[src/rtl/cv32e40x_fencei_sequencer_pkg.sv]
// Shared types for the fence.i flush sequencer: state encoding and the
// per-state control decode that the sequencer registers onto its outputs.
package cv32e40x_fencei_sequencer_pkg;

    typedef enum logic [1:0] {
        FENCEI_IDLE    = 2'd0,
        FENCEI_DRAIN   = 2'd1,
        FENCEI_FLUSH   = 2'd2,
        FENCEI_RESTART = 2'd3
    } fencei_state_e;

    typedef struct packed {
        logic halt_if;
        logic halt_wb;
        logic flush_req;
        logic restart;   // drives pc_set, kill_pipe and retire together
        logic busy;
    } fencei_ctrl_t;

    function automatic fencei_ctrl_t fencei_decode(input fencei_state_e s);
        fencei_ctrl_t c;
        c = '0;
        case (s)
            FENCEI_DRAIN: begin
                c.halt_if = 1'b1;
                c.halt_wb = 1'b1;
                c.busy    = 1'b1;
            end
            FENCEI_FLUSH: begin
                c.halt_if   = 1'b1;
                c.halt_wb   = 1'b1;
                c.flush_req = 1'b1;
                c.busy      = 1'b1;
            end
            FENCEI_RESTART: begin
                c.restart = 1'b1;
                c.busy    = 1'b1;
            end
            default: c = '0;
        endcase
        return c;
    endfunction

endpackage

[src/rtl/cv32e40x_fencei_sequencer.sv]
// fence.i flush sequencer: holds the fence.i in WB, drains the LSU, runs the
// flush req/ack handshake, then retires and restarts fetch at PC+4.
module cv32e40x_fencei_sequencer
    import cv32e40x_fencei_sequencer_pkg::*;
#(
    parameter int CNT_W = 16
) (
    input  logic             clk,
    input  logic             rst,
    input  logic             fencei_wb_i,
    input  logic             lsu_busy_i,
    input  logic             lsu_write_buffer_empty_i,
    input  logic             fencei_flush_ack_i,
    output logic             halt_if_o,
    output logic             halt_wb_o,
    output logic             fencei_flush_req_o,
    output logic             pc_set_o,
    output logic             kill_pipe_o,
    output logic             retire_o,
    output logic             busy_o,
    output logic [CNT_W-1:0] stall_cnt_o
);

    localparam logic [CNT_W-1:0] CNT_MAX = '1;

    fencei_state_e    state_q, state_d;
    fencei_ctrl_t     ctrl_q;
    logic [CNT_W-1:0] cnt_q;

    always_comb begin
        state_d = state_q;
        case (state_q)
            FENCEI_IDLE:    if (fencei_wb_i) state_d = FENCEI_DRAIN;
            FENCEI_DRAIN:   if (!lsu_busy_i && lsu_write_buffer_empty_i) state_d = FENCEI_FLUSH;
            FENCEI_FLUSH:   if (fencei_flush_ack_i) state_d = FENCEI_RESTART;
            FENCEI_RESTART: state_d = FENCEI_IDLE;
            default:        state_d = FENCEI_IDLE;
        endcase
    end

    // Outputs are decoded from the next state and registered, so every output
    // is a flop aligned with state_q and has no path from the inputs.
    always_ff @(posedge clk) begin
        if (rst) begin
            state_q <= FENCEI_IDLE;
            ctrl_q  <= '0;
            cnt_q   <= '0;
        end else begin
            state_q <= state_d;
            ctrl_q  <= fencei_decode(state_d);
            if (state_q == FENCEI_IDLE && fencei_wb_i) begin
                cnt_q <= '0;
            end else if ((state_q == FENCEI_DRAIN || state_q == FENCEI_FLUSH) && cnt_q != CNT_MAX) begin
                cnt_q <= cnt_q + 1'b1;
            end
        end
    end

    assign halt_if_o          = ctrl_q.halt_if;
    assign halt_wb_o          = ctrl_q.halt_wb;
    assign fencei_flush_req_o = ctrl_q.flush_req;
    assign pc_set_o           = ctrl_q.restart;
    assign kill_pipe_o        = ctrl_q.restart;
    assign retire_o           = ctrl_q.restart;
    assign busy_o             = ctrl_q.busy;
    assign stall_cnt_o        = cnt_q;

    a_req_stable: assert property (@(posedge clk) disable iff (rst)
        fencei_flush_req_o && !fencei_flush_ack_i |=> fencei_flush_req_o);

    a_restart_eq: assert property (@(posedge clk)
        (pc_set_o == retire_o) && (kill_pipe_o == retire_o));

    a_single_retire: assert property (@(posedge clk) disable iff (rst)
        retire_o |=> !retire_o);

    a_ack_in_flush: assert property (@(posedge clk) disable iff (rst)
        fencei_flush_ack_i |-> state_q == FENCEI_FLUSH);

endmodule
[config.mk]
export PLATFORM = sky130hd
export DESIGN_NAME = cv32e40x_fencei_sequencer
export DESIGN_NICKNAME = d
export VERILOG_FILES = /design/src/rtl/cv32e40x_fencei_sequencer_pkg.sv /design/src/rtl/cv32e40x_fencei_sequencer.sv
export SDC_FILE = /design/constraint.sdc
export NUM_CORES = 1
export LEC_CHECK = 0
export ABC_AREA = 0
export CAP_MARGIN = 20
export CORE_ASPECT_RATIO = 0.9
export CORE_MARGIN = 3
export CORE_UTILIZATION = 40
export DETAILED_ROUTE_END_ITERATION = 6
export PLACE_DENSITY_LB_ADDON = 0.05
export SETUP_SLACK_MARGIN = 0.02
export SYNTH_ARGS = -nofsm -noshare
export SYNTH_HDL_FRONTEND = slang
export SYNTH_SLANG_ARGS = --single-unit
[constraint.sdc]
create_clock -name clk -period 2.8 [get_ports clk]
set_clock_uncertainty 0.1 [all_clocks]
set_input_delay 0.7 -clock clk [delete_from_list [all_inputs] [get_ports clk]]
set_output_delay 0.7 -clock clk [all_outputs]
set_load 0.005 [all_outputs]
==> flow_metrics.env <==
export IMPL_cts_tree="yes"
export IMPL_grt_max_degree=14
export IMPL_powerDensity_nw_per_um2=425
export IMPL_cap_violations=0
export IMPL_cts_htree_levels=1
export IMPL_finalSetupTns_ps=0
export IMPL_place_congestion=0.718
export IMPL_clk_pin_slew_ps=130
export IMPL_cts_repair_resized=0
export IMPL_regToRegSetupSlack_ps=610
export IMPL_drt_iter0_drc=46
export IMPL_wirelength_um=2690
export IMPL_yosysTopAreaCell="dfxtp_1"
export IMPL_holdPathStages=2
export IMPL_rows=17
export IMPL_tightest_slew_ps=611
export IMPL_antenna_cells=0
export IMPL_hold_path_class="register to register"
export IMPL_drc=0
export IMPL_r2r_start="state_q[0]"
export IMPL_slowest_delay_ps=520
export IMPL_critPathRequiredTime_ps=2910
export IMPL_dpl_cell_area_um2=1460
export IMPL_dieArea_um2=3610
export IMPL_yosysSeqAreaShare_pct=37.6
export IMPL_slew_viol_final=0
export IMPL_worst_setup_path_type="register to register"
export IMPL_ys_warn_count=0
export IMPL_ir_drop_v=0.000423
export IMPL_nets=175
export IMPL_crit_path_end_kind="register"
export IMPL_cts_buffers=3
export IMPL_asyncSetResetFlopFracSynth_pct=0
export IMPL_fmax_ghz=0.456
export IMPL_fin_area_um2=1510
export IMPL_hold_end="stall_cnt_o[11]"
export IMPL_io_buffers=28
export IMPL_crit_path_max_fanout=6
export IMPL_syn_nets=147
export IMPL_synth_top_cell_area_share_pct=37.6
export IMPL_ys_seq_elements=22
export IMPL_antenna_found_initial=0
export IMPL_die_w_um=63.0
export IMPL_core_um2=2620
export IMPL_ys_top_cells_by_area="dfxtp_1 38%, ha_1 8.6%, a21oi_1 5.1%"
export IMPL_start_kind="register"
export IMPL_ios=29
export IMPL_ant_nets=0
export IMPL_cts_hold_buf=0
export IMPL_synth_ff_type="dfxtp_1"
export IMPL_first_pass_iters=4
export IMPL_cp_arrival_ps=2300
export IMPL_start_util_pct=44.7
export IMPL_slew_headroom_pct=59.3
export IMPL_slowest_stage="or4b_4"
export IMPL_wl_per_cell_um=13.6
export IMPL_clockBufferDepth=2
export IMPL_status="completed"
export IMPL_crit_chain="inv_1, ha_1, and2_1, or4b_4, o311ai_1, o41ai_1"
export IMPL_vias=1071
export IMPL_clock_sinks=22
export IMPL_hold_start="stall_cnt_o[11]"
export IMPL_ys_types=37
export IMPL_syn_area_um2=1170
export IMPL_drive_gt1_share_pct=6.25
export IMPL_grt_pass1_wl_um=4730
export IMPL_rsz0062_at_grt="false"
export IMPL_reg2regPathDepth=6
export IMPL_hold_violations=0
export IMPL_cts_root_buf="clkbuf_4"
export IMPL_fin_crit_sh_pct=78.3
export IMPL_r2r_end="stall_cnt_o[14]"
export IMPL_setup_viol=0
export IMPL_syn_inst=133
export IMPL_cts_setup_buffers=0
export IMPL_min_period_ps=2190
export IMPL_grt_usage_pct=16.1
export IMPL_p_leak_nw=0.499
export IMPL_synth_edff_count=0
export IMPL_syn_area_per_cell_um2=8.80
export IMPL_die_h_um=57.3
export IMPL_area_delta_synth_final_pct=29.3
export IMPL_overflow=0
export IMPL_worstSkewPairLatency_ps=320
export IMPL_dpl_hpwl_um=2000
export IMPL_grt_pass1_vias=988
export IMPL_vias_per_cell=5.41
[worst max path at each step]
stage	startpoint	to	slack [ps]	cells past startpoint
finish	state_q[0]	stall_cnt_o[14]	610	6
global route	state_q[0]	stall_cnt_o[14]	400	6
CTS	state_q[0]	stall_cnt_o[14]	620	6
detailed placement	lsu_busy_i	halt_if_o	320	7
global placement	lsu_busy_i	halt_if_o	400	7
floorplan	state_q[0]	stall_cnt_o[14]	820	6
[cells by family (layout without fill, tap and decap cells)]
| kind of cell | count (synthesis) | count (layout) | synth area share [%] |
|---|---|---|---|
| AOI/OAI and AO/OA | 36 | 36 | 19.6 |
| xor gates and xnor gates | 1 | 1 | 0.749 |
| adders and majority gates | 8 | 8 | 8.56 |
| buffers and inverters | 11 | 38 | 5.13 |
| DFF | 22 | 22 | 37.6 |
| muxes | 1 | 1 | 0.856 |
| and+or+nand+nor | 54 | 54 | 27.5 |
[layout by cell type, fill, tap and decap left out, drive strengths merged, types with 2 or more instances in the layout]
cell            n
ha              8
dfxtp          22
or4             5
nand2           9
o41ai           3
nand4           3
clkbuf          3
clkdlybuf4s50  28
nor4            4
a21oi          12
a31oi           5
o21ai           7
nor2            7
inv             6
nand2b          2
o31ai           6
nor3            6
nor2b           4
nand3           6
and3            2
[critical path, delay by kind of cell, from the launching register on]
kind / cells / cell delay [ps]
adder cells (fa/ha/maj): 1 / 350
flip-flops: 1 / 410
AND/OR/NAND/NOR: 2 / 760
buffers and inverters: 1 / 100
AO/OA/AOI/OAI: 2 / 350
[power breakdown]
part | leakage, nW | switching [mW] | internal [mW]
registers | 0.178 | 0.00575 | 0.321
clock network | 0.0279 | 0.102 | 0.145
logic | 0.293 | 0.0343 | 0.0359
total | 0.499 | 0.142 | 0.501
[routing by layer]
metal / wire, µm / vias up / part of all wire, % / track usage (%)
met1: 1380 / 491 / 51 / 22.4
met4: 9 / 0 / 0.33 / 2.83
met3: 162 / 2 / 6.0 / 4.72
met5: 0 / - / 0 / 0
met2: 1140 / 28 / 42 / 25.0
li1: - / 550 / - / -
[sequential cells by signal, indices dropped and copies added (netlist names)]
signal and cells:
kill_pipe_o 1, stall_cnt_o 16, fencei_flush_req_o 1, busy_o 1, halt_if_o 1, state_q 2
[metrics by stage]
step	power [mW]	util, %	hold WS [ps]	instances	worst slack, ps
finish	0.643	57.8	406	198	606
CTS	0.655	57.8	412	198	615
detailed placement	0.404	55.8	393	194	322
global route	0.673	57.8	464	198	402
global placement	0.401	55.8	377	194	398
floorplan	0.373	-	382	133	822
[cells in the mapped netlist, types with 2 or more instances]
cell type  instances
a21oi_1           12
a31oi_1            5
and3_1             2
buf_4              3
dfxtp_1           22
ha_1               8
inv_1              6
nand2_1            8
nand2b_1           2
nand3_1            5
nand4_1            2
nor2_1             7
nor2b_1            4
nor3_1             6
nor4_1             3
o21ai_0            7
o31ai_1            6
o41ai_1            2
or4_1              5
[cell type report]
class | instances | area, µm²
Clock buffer | 3 | 22.5
Clock inverter | 1 | 30.0
Fill cell | 248 | 1100
Inverter | 6 | 22.5
Multi-Input combinational cell | 100 | 669
Sequential cell | 22 | 440
Tap cell | 38 | 47.5
Timing Repair Buffer | 28 | 280
(Power assumes the default switching activity.)
